<file path="src/rtl/div_issue_ctrl_if.sv">
// Request/response handshake bundle for the divider front end.
// slave = the issue controller, master = the requesting unit.
interface div_issue_ctrl_if #(
  parameter int TAG_W = 4
);
  logic             req_valid;
  logic             req_ready;
  logic [31:0]      req_a;
  logic [31:0]      req_b;
  logic [1:0]       req_rm;
  logic [TAG_W-1:0] req_tag;
  logic             rsp_valid;
  logic             rsp_ready;
  logic [31:0]      rsp_result;
  logic             rsp_error;
  logic             rsp_overflow;
  logic [TAG_W-1:0] rsp_tag;

  modport master (
    output req_valid, req_a, req_b, req_rm, req_tag,
    input  req_ready,
    input  rsp_valid, rsp_result, rsp_error,
    input  rsp_overflow, rsp_tag,
    output rsp_ready
  );

  modport slave (
    input  req_valid, req_a, req_b, req_rm, req_tag,
    output req_ready,
    output rsp_valid, rsp_result, rsp_error,
    output rsp_overflow, rsp_tag,
    input  rsp_ready
  );
endinterface

</file>
<file path="src/rtl/div_issue_ctrl.sv">
// Single-in-flight issue/capture front end for the pipelined divider.
// Holds operands for LATENCY edges, then returns result with its tag.
module div_issue_ctrl #(
  parameter int LATENCY = 6,
  parameter int TAG_W   = 4
) (
  input  logic        clk,
  input  logic        rst_n,
  div_issue_ctrl_if.slave bus,
  output logic [31:0] div_a,
  output logic [31:0] div_b,
  output logic [1:0]  div_rm,
  input  logic [31:0] div_result,
  input  logic        div_error,
  input  logic        div_overflow,
  output logic        sticky_error,
  output logic        sticky_overflow,
  input  logic        sticky_clr,
  output logic        busy,
  output logic [15:0] ops_done
);

  typedef enum logic [1:0] {
    IDLE,
    WAIT,
    RESP
  } state_t;

  localparam logic [5:0] CNT_INIT = 6'(LATENCY - 1);

  state_t           r_state;
  state_t           w_nxt;
  logic [5:0]       r_cnt;
  logic [31:0]      r_a;
  logic [31:0]      r_b;
  logic [1:0]       r_rm;
  logic [TAG_W-1:0] r_tag;
  logic [31:0]      r_res;
  logic             r_err;
  logic             r_ovf;
  logic             r_st_err;
  logic             r_st_ovf;
  logic [15:0]      r_ops;
  logic             w_issue;
  logic             w_cap;
  logic             w_done;

  always_ff @(posedge clk or negedge rst_n) begin
    if (!rst_n) r_state <= IDLE;
    else        r_state <= w_nxt;
  end

  always_comb begin
    w_nxt   = r_state;
    w_issue = 1'b0;
    w_cap   = 1'b0;
    w_done  = 1'b0;
    unique case (r_state)
      IDLE: begin
        if (bus.req_valid) begin
          w_issue = 1'b1;
          w_nxt   = WAIT;
        end
      end
      WAIT: begin
        if (r_cnt == 6'd0) begin
          w_cap = 1'b1;
          w_nxt = RESP;
        end
      end
      RESP: begin
        if (bus.rsp_ready) begin
          w_done = 1'b1;
          w_nxt  = IDLE;
        end
      end
      default: w_nxt = IDLE;
    endcase
  end

  always_ff @(posedge clk or negedge rst_n) begin
    if (!rst_n) begin
      r_cnt <= '0;
      r_a   <= '0;
      r_b   <= '0;
      r_rm  <= '0;
      r_tag <= '0;
      r_res <= '0;
      r_err <= 1'b0;
      r_ovf <= 1'b0;
      r_ops <= '0;
    end else begin
      if (w_issue) begin
        r_a   <= bus.req_a;
        r_b   <= bus.req_b;
        r_rm  <= bus.req_rm;
        r_tag <= bus.req_tag;
        r_cnt <= CNT_INIT;
      end else if (r_state == WAIT && r_cnt != 6'd0) begin
        r_cnt <= r_cnt - 6'd1;
      end
      if (w_cap) begin
        r_res <= div_result;
        r_err <= div_error;
        r_ovf <= div_overflow;
      end
      if (w_done) r_ops <= r_ops + 16'd1;
    end
  end

  // A flag being set on the capture edge beats a same-edge clear.
  always_ff @(posedge clk or negedge rst_n) begin
    if (!rst_n) begin
      r_st_err <= 1'b0;
      r_st_ovf <= 1'b0;
    end else if (sticky_clr) begin
      r_st_err <= w_cap & div_error;
      r_st_ovf <= w_cap & div_overflow;
    end else begin
      r_st_err <= r_st_err | (w_cap & div_error);
      r_st_ovf <= r_st_ovf | (w_cap & div_overflow);
    end
  end

  assign bus.req_ready    = (r_state == IDLE);
  assign bus.rsp_valid    = (r_state == RESP);
  assign bus.rsp_result   = r_res;
  assign bus.rsp_error    = r_err;
  assign bus.rsp_overflow = r_ovf;
  assign bus.rsp_tag      = r_tag;
  assign div_a            = r_a;
  assign div_b            = r_b;
  assign div_rm           = r_rm;
  assign sticky_error     = r_st_err;
  assign sticky_overflow  = r_st_ovf;
  assign busy             = (r_state != IDLE);
  assign ops_done         = r_ops;

endmodule
</file>
<file path="src/flat_wrapper.sv">
// flat-port wrapper written by rule: the top's interface ports become plain ports
module div_issue_ctrl_flat 
#(
  parameter int LATENCY = 6,
  parameter int TAG_W   = 4
)
  (clk, rst_n, div_a, div_b, div_rm, div_result, div_error, div_overflow, sticky_error, sticky_overflow, sticky_clr, busy, ops_done, bus_req_valid, bus_req_a, bus_req_b, bus_req_rm, bus_req_tag, bus_req_ready, bus_rsp_valid, bus_rsp_result, bus_rsp_error, bus_rsp_overflow, bus_rsp_tag, bus_rsp_ready);
  div_issue_ctrl_if #(.TAG_W(TAG_W)) bus_i ();
  input  logic clk;
  input  logic rst_n;
  output logic [31:0] div_a;
  output logic [31:0] div_b;
  output logic [1:0] div_rm;
  input  logic [31:0] div_result;
  input  logic div_error;
  input  logic div_overflow;
  output logic sticky_error;
  output logic sticky_overflow;
  input  logic sticky_clr;
  output logic busy;
  output logic [15:0] ops_done;
  input wire logic [$bits(bus_i.req_valid)-1:0] bus_req_valid;
  input wire logic [$bits(bus_i.req_a)-1:0] bus_req_a;
  input wire logic [$bits(bus_i.req_b)-1:0] bus_req_b;
  input wire logic [$bits(bus_i.req_rm)-1:0] bus_req_rm;
  input wire logic [$bits(bus_i.req_tag)-1:0] bus_req_tag;
  output wire logic [$bits(bus_i.req_ready)-1:0] bus_req_ready;
  output wire logic [$bits(bus_i.rsp_valid)-1:0] bus_rsp_valid;
  output wire logic [$bits(bus_i.rsp_result)-1:0] bus_rsp_result;
  output wire logic [$bits(bus_i.rsp_error)-1:0] bus_rsp_error;
  output wire logic [$bits(bus_i.rsp_overflow)-1:0] bus_rsp_overflow;
  output wire logic [$bits(bus_i.rsp_tag)-1:0] bus_rsp_tag;
  input wire logic [$bits(bus_i.rsp_ready)-1:0] bus_rsp_ready;
  assign bus_i.req_valid = bus_req_valid;
  assign bus_i.req_a = bus_req_a;
  assign bus_i.req_b = bus_req_b;
  assign bus_i.req_rm = bus_req_rm;
  assign bus_i.req_tag = bus_req_tag;
  assign bus_req_ready = bus_i.req_ready;
  assign bus_rsp_valid = bus_i.rsp_valid;
  assign bus_rsp_result = bus_i.rsp_result;
  assign bus_rsp_error = bus_i.rsp_error;
  assign bus_rsp_overflow = bus_i.rsp_overflow;
  assign bus_rsp_tag = bus_i.rsp_tag;
  assign bus_i.rsp_ready = bus_rsp_ready;
  div_issue_ctrl #(.LATENCY(LATENCY), .TAG_W(TAG_W)) u_core (.clk(clk), .rst_n(rst_n), .bus(bus_i), .div_a(div_a), .div_b(div_b), .div_rm(div_rm), .div_result(div_result), .div_error(div_error), .div_overflow(div_overflow), .sticky_error(sticky_error), .sticky_overflow(sticky_overflow), .sticky_clr(sticky_clr), .busy(busy), .ops_done(ops_done));
endmodule
</file>
<file path="config.mk">
export PLATFORM = sky130hd
export DESIGN_NAME = div_issue_ctrl_flat
export DESIGN_NICKNAME = d
export VERILOG_FILES = /design/src/rtl/div_issue_ctrl_if.sv /design/src/rtl/div_issue_ctrl.sv /design/src/flat_wrapper.sv
export SDC_FILE = /design/constraint.sdc
export NUM_CORES = 1
export LEC_CHECK = 0
export CORE_UTILIZATION = 44
export CTS_CLUSTER_DIAMETER = 50
export DETAILED_ROUTE_END_ITERATION = 10
export MAX_ROUTING_LAYER = met4
export PLACE_DENSITY = 0.82
export SETUP_SLACK_MARGIN = 0.4
export SLEW_MARGIN = 30
export SYNTH_ARGS = -nofsm -noshare
export SYNTH_HDL_FRONTEND = slang
export SYNTH_SLANG_ARGS = --single-unit
</file>
<file path="constraint.sdc">
create_clock -name clk -period 4.05 [get_ports clk]
set_input_delay 0.81 -clock clk [delete_from_list [all_inputs] [get_ports clk]]
set_output_delay 0.81 -clock clk [all_outputs]
set_load 0.05 [all_outputs]
</file>
# Word level (Yosys, flattened, before mapping)

Index checks and enable logic that the tools add are counted.

Flip-flop bits (word level): 130
Memory bits (writable): 0
Bits in read-only memories: 0
Output and inout bits: 125
Memories kept: 0
Word-level logic and storage cells: 44
Latch bits: 0

$lt $le $gt $ge: 0
Divide/modulo/power cells: 0
Multipliers: 0
Bitwise gates (word level): 4
Eq/ne operators: 5
$add $sub $neg: 2
Shifts and indexed selects: 0
Muxes and demuxes: 14
Reduce and logical (&&, ||, !) cells: 7

Operators by type and width:

| operator                                                                | count |
|---|---|
| 16-bit by 1-bit adder with 16-bit output, second input constant         | 1 |
| 6-bit two-way mux                                                       | 2 |
| 1-bit two-way mux                                                       | 8 |
| 6-bit zero test                                                         | 1 |
| 2-bit two-way mux                                                       | 3 |
| 2-bit one-hot mux with 3 select lines                                   | 1 |
| 6-bit nonzero test                                                      | 1 |
| 6-bit by 1-bit subtractor with 6-bit output, second input constant      | 1 |
| 2-bit by 1-bit inequality test with 1-bit output, second input constant | 2 |
| 2-bit nonzero test                                                      | 2 |
| 3-bit AND reduction                                                     | 1 |
| 1-bit AND                                                               | 2 |
| 2-bit by 1-bit == test with 1-bit output, second input constant         | 1 |
| 2-bit == test, second input constant                                    | 1 |
| 2-bit zero test                                                         | 1 |
| 2-bit inequality test, second input constant                            | 1 |
| 1-bit OR                                                                | 2 |
| 1-bit logical AND                                                       | 1 |

# Depth between registers and ports, before layout

Gate-level depths: netlist of the first run.

Depth after elaboration: 6
Mapped depth: 8
Mapped depth without buffers: 6

# Worst setup path before layout of the first run

OpenSTA, ideal clock, no wires.

Kind: reg2out
From: register u_core.r_state[0]
To: output busy
Data arrival time: 1610 ps
Stages on the path, launching flop included: 3
Path slack: 1630 ps
Cell sequence: dfrtp_1 -> nor2_1 -> inv_1

Cells in the longest elaborated chain, start to end: 1

Ends and longest elaborated chain:

| item                   | RTL line              | text |
|---|---|---|
| from (decl)            | div_issue_ctrl.sv:31  | `state_t r_state;` |
| from (signal assigned) | div_issue_ctrl.sv:50  | `else r_state <= w_nxt;` |
| 2-bit nonzero test     | div_issue_ctrl.sv:136 | `assign busy = (r_state != IDLE);` |
| to (decl)              | flat_wrapper.sv:20    | `output logic busy;` |

No other way between the ends.

# Final worst setup path of the first run

From: register u_core.r_state[1]
To: output bus_req_ready

Cells in the longest elaborated chain, start to end: 1

Ends and longest elaborated chain:

| item            | RTL line              | text |
|---|---|---|
| 2-bit zero test | div_issue_ctrl.sv:125 | `assign bus.req_ready = (r_state == IDLE);` |
| to (decl)       | flat_wrapper.sv:27    | `output wire logic [$bits(bus_i.req_ready)-1:0] bus_req_ready;` |

No other way between the ends.

==> results of run 1 <==
==> cell families (layout without fill, tap and decap cells) <==
logic type | Yosys count | count (layout)
AO/OA/AOI/OAI | 10 | 10
XOR/XNOR | 16 | 16
adder cells (fa/ha/maj) | 3 | 3
buffers and inverters | 21 | 271
flip-flops | 130 | 130
multiplexers | 106 | 106
AND/OR/NAND/NOR | 46 | 46
==> cells in the mapped netlist <==
master and count:
sky130_fd_sc_hd__o22ai_1 2, sky130_fd_sc_hd__nor4_1 1, sky130_fd_sc_hd__mux2i_1 3, sky130_fd_sc_hd__and2_1 1, sky130_fd_sc_hd__dfrtp_1 130, sky130_fd_sc_hd__and4_1 2, sky130_fd_sc_hd__ha_1 3, sky130_fd_sc_hd__nand4_1 7
sky130_fd_sc_hd__nor2b_1 2, sky130_fd_sc_hd__nand3_2 1, sky130_fd_sc_hd__nand2b_1 2, sky130_fd_sc_hd__buf_4 7, sky130_fd_sc_hd__mux2_1 103, sky130_fd_sc_hd__inv_1 8, sky130_fd_sc_hd__a2111oi_1 1, sky130_fd_sc_hd__or2_1 2
sky130_fd_sc_hd__a31oi_1 1, sky130_fd_sc_hd__and3b_1 1, sky130_fd_sc_hd__nor3_4 1, sky130_fd_sc_hd__o21ai_1 3, sky130_fd_sc_hd__and3_1 2, sky130_fd_sc_hd__xor2_1 6, sky130_fd_sc_hd__a211oi_1 1, sky130_fd_sc_hd__nand3_1 3
sky130_fd_sc_hd__nor2_1 9, sky130_fd_sc_hd__buf_2 6, sky130_fd_sc_hd__a21oi_1 2, sky130_fd_sc_hd__xnor2_1 10, sky130_fd_sc_hd__nand4b_1 1, sky130_fd_sc_hd__nand2_1 10, sky130_fd_sc_hd__nor3_1 1
==> power breakdown <==
part           switching [mW]  internal [mW]
Combinational            2.65           1.43
Clock                   0.483          0.782
Sequential              0.307           1.89
Total                    3.44           4.10
==> path summary, 6_finish.rpt <==
check / start / to / slack, ns / cells past startpoint
setup / recovery: u_core.r_state[1]$_DFFE_PN0P_ / bus_req_ready / 1.30 / 2
hold / removal: u_core.ops_done[15]$_DFFE_PN0P_ / u_core.ops_done[15]$_DFFE_PN0P_ / 0.46 / 1
setup reg to reg: u_core.r_cnt[0]$_DFFE_PN0P_ / u_core.bus.rsp_result[22]$_DFFE_PN0N_ / 1.91 / 5
hold reg to reg: u_core.ops_done[15]$_DFFE_PN0P_ / u_core.ops_done[15]$_DFFE_PN0P_ / 0.46 / 1
max in group asynchronous: rst_n / u_core.div_a[8]$_DFFE_PN0P_ / 2.70 / 2
min in group asynchronous: rst_n / u_core.bus.rsp_result[13]$_DFFE_PN0N_ / 0.50 / 1
==> stage by stage <==
| stage | hold slack [ns] | instance area [um^2] | util [%] |
|---|---|---|---|
| final | 0.465 | 8000 | 72.6 |
| after global routing | 0.493 | 8000 | 72.6 |
| after CTS | 0.472 | 7980 | 72.3 |
| after detailed placement | 0.462 | 7500 | 68.0 |
| after global placement | 0.461 | 7500 | 68.0 |
| after floorplan | 0.459 | 5050 | - |
==> flip-flops by register name, summed over array words and instances (netlist names) <==
register and count:
u_core.div_rm 2, u_core.div_a 32, u_core.ops_done 16, u_core.div_b 32
u_core.bus.rsp_overflow 1, u_core.r_state 2, u_core.sticky_overflow 1, u_core.bus.rsp_result 32
u_core.r_cnt 6, u_core.bus.rsp_tag 4, u_core.bus.rsp_error 1, u_core.sticky_error 1
==> per-layer routing <==
metal,share of wire (%),vias to the layer above,wire length [um]
li1,-,1637,-
met1,38,1691,4600
met2,53,139,6310
met3,7.1,21,849
met4,1.9,0,229
met5,0,-,0
==> cell type report <==
type	count	area share, %
multi-input cells	181	21.2
well taps	140	2.19
clock buffers	27	5.91
inverters	8	0.375
clock inverters	1	0.0625
repair buffers	235	29.6
flip-flops and latches	130	40.6
==> cell usage in the layout, fill, tap and decap left out, types with 3 or more instances in the layout <==
cell                              netlist  routed
sky130_fd_sc_hd__nor2_1                 9       9
sky130_fd_sc_hd__inv_1                  8       8
sky130_fd_sc_hd__nand2_1               10      10
sky130_fd_sc_hd__nand4_1                7       7
sky130_fd_sc_hd__ha_1                   3       3
sky130_fd_sc_hd__mux2i_1                3       3
sky130_fd_sc_hd__clkbuf_1               0       9
sky130_fd_sc_hd__o21ai_1                3       3
sky130_fd_sc_hd__clkdlybuf4s50_1        0     232
sky130_fd_sc_hd__xor2_1                 6       6
sky130_fd_sc_hd__mux2_1               103     103
sky130_fd_sc_hd__xnor2_1               10      10
sky130_fd_sc_hd__nand3_1                3       3
sky130_fd_sc_hd__dfrtp_1              130     130
sky130_fd_sc_hd__clkbuf_16              0      17
==> critical path: cells and delay by family, from the launching register on <==
kind                   cells  cell delay, ns
buffers and inverters      1            0.86
DFF                        1            0.42
and+or+nand+nor            1            0.26
==> metrics.csv, run 1 <==
metric,value,unit
layout filler cell count,749,
"arithmetic-cell share of the synthesized area counting full adders, half adders and majority gates",0.743,%
Core ar.,11000,um^2
total nets after synthesis,444,
sequential cell area fraction in the yosys report,64.4,%
CTS Root Cell,sky130_fd_sc_hd__clkbuf_16,
wire length of the first global-routing pass,18400,um
syn avg cell area,15.2,um^2
initial antenna violation count,0,
synthesized netlist cell count,332,
global route hottest layer,met2,
worst rel slew slack,43.9,%
TritonCTS clock tree,yes,
average detailed-routed wire length per instance,16.6,um
transition time at the pin with the least slew margin,0.841,ns
summed instance area of the synthesized netlist,5050,um^2
worst hold-check path type,reg -> reg,
initial detailed-routing violation count,72,
largest family of logic cells by synthesized area,multiplexers,
"buffers from clock root to sink, at most",2,
number of buffers added by the clock tree synthesis step,17,
met2 capacity usage during global routing,37.6,%
critical path capture point type,output port,
met1 Usage GRT,23.0,%
final WL,12000,um
Crit path required time,3.24,ns
share of the clock period used by the worst path,68.0,%
post-CTS setup buffers,0,
starting density of the core,45.8,%
worst clock skew,0.00483,ns
drt first pass iters,4,
die area,11900,um^2
# DRC,0,
Placer Congestion,0.798,
Area growth syn-to-layout,58.4,%
data arrival time of the worst path,1.94,ns
"basic-gate share of the synthesized area counting and, or, nand and nor cells",5.13,%
CTS Hold Buffers Added,0,
Finished Layout Cells,722,
Yosys top cell by area,sky130_fd_sc_hd__dfrtp_1,
final worst setup slack,1.30,ns
ratio of cells with drive above 1 in the final layout,4.30,%
Max Transition Viols Final,0,
top-level I/O count,234,
antenna cells,0,
"synthesized-area fraction occupied by ao, oa, aoi and oai cells",1.21,%
synthesized-area fraction occupied by xor and xnor cells,2.77,%
vias per std cell,4.83,
count of state elements after synthesis,130,
Fmax,0.363,GHz
vias in the first global route,3675,
Cell Pwr Density,942,nW/um^2
Setup crit start kind,flip-flop,
flip-flop and latch area,3250,um^2
site row count,38,
height of the die,109,um
net count reported at finish,685,
sum of negative setup slack,0,ns
unrepaired setup endpoints after global routing,no,
Antenna Violating Nets Remaining,0,
Cell variety after synth,31,
leakage,3.40,nW
CP max FO,6,
share of cell area taken by muxes after synthesis,23.5,%
post_cts resized,0,
shortest period the worst path allows,2.75,ns
total power,7.54,mW
number of warnings issued by yosys,0,
biggest cell delay along the critical path,0.86,ns
area occupied by multi-input gates,1700,um^2
category of the critical setup timing path,reg -> out,
insertion delay to the later sink of the worst-skew pair,0.40,ns
count of input and output buffers,233,
VDD IR-drop max,0.000751,V
overall via count from detail_route,3488,
largest net degree at the start of global routing,76,
largest cells by area after synthesis,"sky130_fd_sc_hd__dfrtp_1 64%, sky130_fd_sc_hd__mux2_1 23%, sky130_fd_sc_hd__xnor2_1 1.7%",
Placed Cells incl. Taps,693,
max-cap check violation count,0,
pre-CTS worst setup slack,1.35,ns
highest-delay cell along the critical path,sky130_fd_sc_hd__clkdlybuf4s50_1,
CTS sink count,130,
total count of hold-check failures in the final report,0,
grt ovf,0,
clock-pin slew on the worst setup and hold paths,0.05,ns
Final setup violation count,0,
proportion of netlist area held by the largest area contributor,64.4,%
global-route usage over all layers,21.7,%
global-route met3 utilization,6.10,%
cells along the critical path,nor2_1 -> clkdlybuf4s50_1,
half-perimeter wire length of the detailed placement result,8830,um
horizontal extent of the die,109,um
status,completed,
H-tree depth,4,
Power figures use the tool's default switching activity.
==> run 2: changes to the inputs <==
Settings changed: CORE_UTILIZATION 44 to 37, PLACE_DENSITY 0.82 to 0.73.
Clock period 4.05 ns to 2.2 ns, I/O delays scaled along.
==> metrics.csv, run 2 (same netlist as run 1, synthesis figures left out) <==
metric,value,unit,change
site row count,42,,was 38
Fmax,0.569,GHz,
shortest period the worst path allows,1.76,ns,
vias in the first global route,3798,,"was 3,675"
horizontal extent of the die,119,um,was 109 um
vias per std cell,4.67,,was 4.83
post-CTS setup buffers,0,,unchanged
transition time at the pin with the least slew margin,0.686,ns,was 0.841 ns
final WL,12000,um,about the same
wire length of the first global-routing pass,19400,um,"was 18,400 um"
starting density of the core,38.0,%,was 45.8%
top-level I/O count,234,,unchanged
number of buffers added by the clock tree synthesis step,17,,unchanged
TritonCTS clock tree,yes,,unchanged
antenna cells,0,,unchanged
worst hold-check path type,in -> async,,was reg -> reg
crit-path leading delay family,buffers and inverters,,unchanged
clock-pin slew on the worst setup and hold paths,0.05,ns,about the same
flip-flop and latch area,3250,um^2,about the same
net count reported at finish,689,,was 685
global-route usage over all layers,18.5,%,was 21.7%
area occupied by multi-input gates,1720,um^2,was 1700 um^2
# DRC,0,,unchanged
critical path capture point type,output port,,unchanged
H-tree depth,4,,unchanged
data arrival time of the worst path,1.32,ns,was 1.94 ns
die area,14100,um^2,"was 11,900 um^2"
CTS sink count,130,,unchanged
Max Transition Viols Final,0,,unchanged
Final setup violation count,0,,unchanged
highest-delay cell along the critical path,sky130_fd_sc_hd__dlygate4sd2_1,,was sky130_fd_sc_hd__clkdlybuf4s50_1
initial detailed-routing violation count,119,,was 72
most frequent standard cell in the layout excluding fill and tap cells,sky130_fd_sc_hd__dfrtp_1,,was sky130_fd_sc_hd__clkdlybuf4s50_1
category of the critical setup timing path,reg -> out,,unchanged
unrepaired setup endpoints after global routing,no,,unchanged
Placer Congestion,0.827,,was 0.798
count of input and output buffers,233,,unchanged
height of the die,119,um,was 109 um
cells along the critical path,dlygate4sd2_1,,was nor2_1 -> clkdlybuf4s50_1
largest net degree at the start of global routing,131,,was 76
CP max FO,2,,was 6
count of buffer and inverter cells on the critical path,1,,unchanged
CTS Hold Buffers Added,0,,unchanged
initial antenna violation count,0,,unchanged
sum of negative setup slack,0,ns,unchanged
Core ar.,13300,um^2,"was 11,000 um^2"
ratio of cells with drive above 1 in the final layout,9.35,%,was 4.30%
Crit path required time,1.76,ns,was 3.24 ns
Cell Pwr Density,1670,nW/um^2,was 942 nW/um^2
biggest cell delay along the critical path,0.54,ns,was 0.86 ns
Antenna Violating Nets Remaining,0,,unchanged
worst rel slew slack,54.3,%,was 43.9%
overall via count from detail_route,3571,,"was 3,488"
startpoint of the worst register-to-register path,u_core.r_cnt[0]$_DFFE_PN0P_,,unchanged
insertion delay to the later sink of the worst-skew pair,0.41,ns,was 0.40 ns
status,completed,,unchanged
total count of hold-check failures in the final report,0,,unchanged
share of the clock period used by the worst path,79.9,%,
Setup crit start kind,flip-flop,,unchanged
critical path startpoint,u_core.div_b[9]$_DFFE_PN0P_,,was u_core.r_state[1]$_DFFE_PN0P_
layout filler cell count,1106,,was 749
leakage,3.67,nW,was 3.40 nW
max-cap check violation count,0,,unchanged
average detailed-routed wire length per instance,15.6,um,was 16.6 um
Finished Layout Cells,764,,was 722
Area growth syn-to-layout,60.1,%,was 58.4%
Placed Cells incl. Taps,733,,was 693
Hold Worst Slack,0.139,ns,was 0.465 ns
most frequent cells in the layout,"129 x sky130_fd_sc_hd__dfrtp_1, 107 x sky130_fd_sc_hd__clkdlybuf4s50_1, 105 x sky130_fd_sc_hd__dlygate4sd2_1",,"was 232 x sky130_fd_sc_hd__clkdlybuf4s50_1, 130 x sky130_fd_sc_hd__dfrtp_1, 103 x sky130_fd_sc_hd__mux2_1"
drt first pass iters,4,,unchanged
VDD IR-drop max,0.00107,V,was 0.000751 V
worst clock skew,0.00761,ns,was 0.00483 ns
grt ovf,0,,unchanged
CTS Root Cell,sky130_fd_sc_hd__clkbuf_16,,unchanged
half-perimeter wire length of the detailed placement result,8340,um,was 8830 um
"buffers from clock root to sink, at most",2,,unchanged
## run 2: cell types whose count changed in the layout (fill, tap and decap cells not counted), sizes merged
cell and delta:
bufinv +2, clkinvlp +1, clkbuf +3, clkinv +1, clkdlybuf4s50 -125, dlygate4sd2 +105
buf +5, clkdlybuf4s15 +14
## run 2: cell type report
type                            instances  share of cell area, %
Multi-Input combinational cell        181                   21.2
Inverter                                8                  0.371
Timing Repair Buffer                  239                   28.5
Clock buffer                           25                   6.00
Sequential cell                       130                   40.2
Tap cell                              176                   2.72
Clock inverter                          5                  0.959
## run 2: final timing paths
kind                       slack, ns  depth (start not counted)                              end
min in group clk                0.47                          1  u_core.ops_done[15]$_DFFE_PN0P_
min                             0.14                          2      u_core.div_b[0]$_DFFE_PN0P_
min reg2reg                     0.47                          1  u_core.ops_done[15]$_DFFE_PN0P_
max in group asynchronous       1.54                          2     u_core.div_b[19]$_DFFE_PN0P_
max                             0.44                          1                         div_b[9]
max reg2reg                     0.51                          6      u_core.r_cnt[3]$_DFFE_PN0P_
## run 2: timing repair
item / CTS / global route
gates resized for setup: 152 / 16
endpoints found under the setup margin: 156 / 46
gates cloned: 0 / 1
pin swaps: 0 / 0
endpoints found under the hold margin: 0 / 0
## run 2: through the flow
stage          util [%]  power, mW  area [um^2]  setup WS [ns]
3_3_place_gp       57.3       11.5         7620          0.270
5_1_grt            60.9       14.2         8090          0.402
6_report           60.9       13.6         8090          0.443
4_1_cts            60.6       13.7         8060          0.187
2_1_floorplan         -       8.90         5060          0.473
3_5_place_dp       57.3       11.7         7620          0.239
## run 2: layer usage
layer | GRT usage, % | vias to the layer above | part of all wire (%)
li1 | - | 1648 | -
met3 | 5.17 | 18 | 5.1
met5 | - | - | 0
met4 | 6.65 | 0 | 1.5
met1 | 21.5 | 1762 | 41
met2 | 30.8 | 143 | 53
## run 2: power breakdown
group          internal (mW)  switching (mW)  leakage (nW)
combinational           1.98            4.86          1.83
clock                   1.74           0.930         0.273
sequential              3.47           0.566          1.57
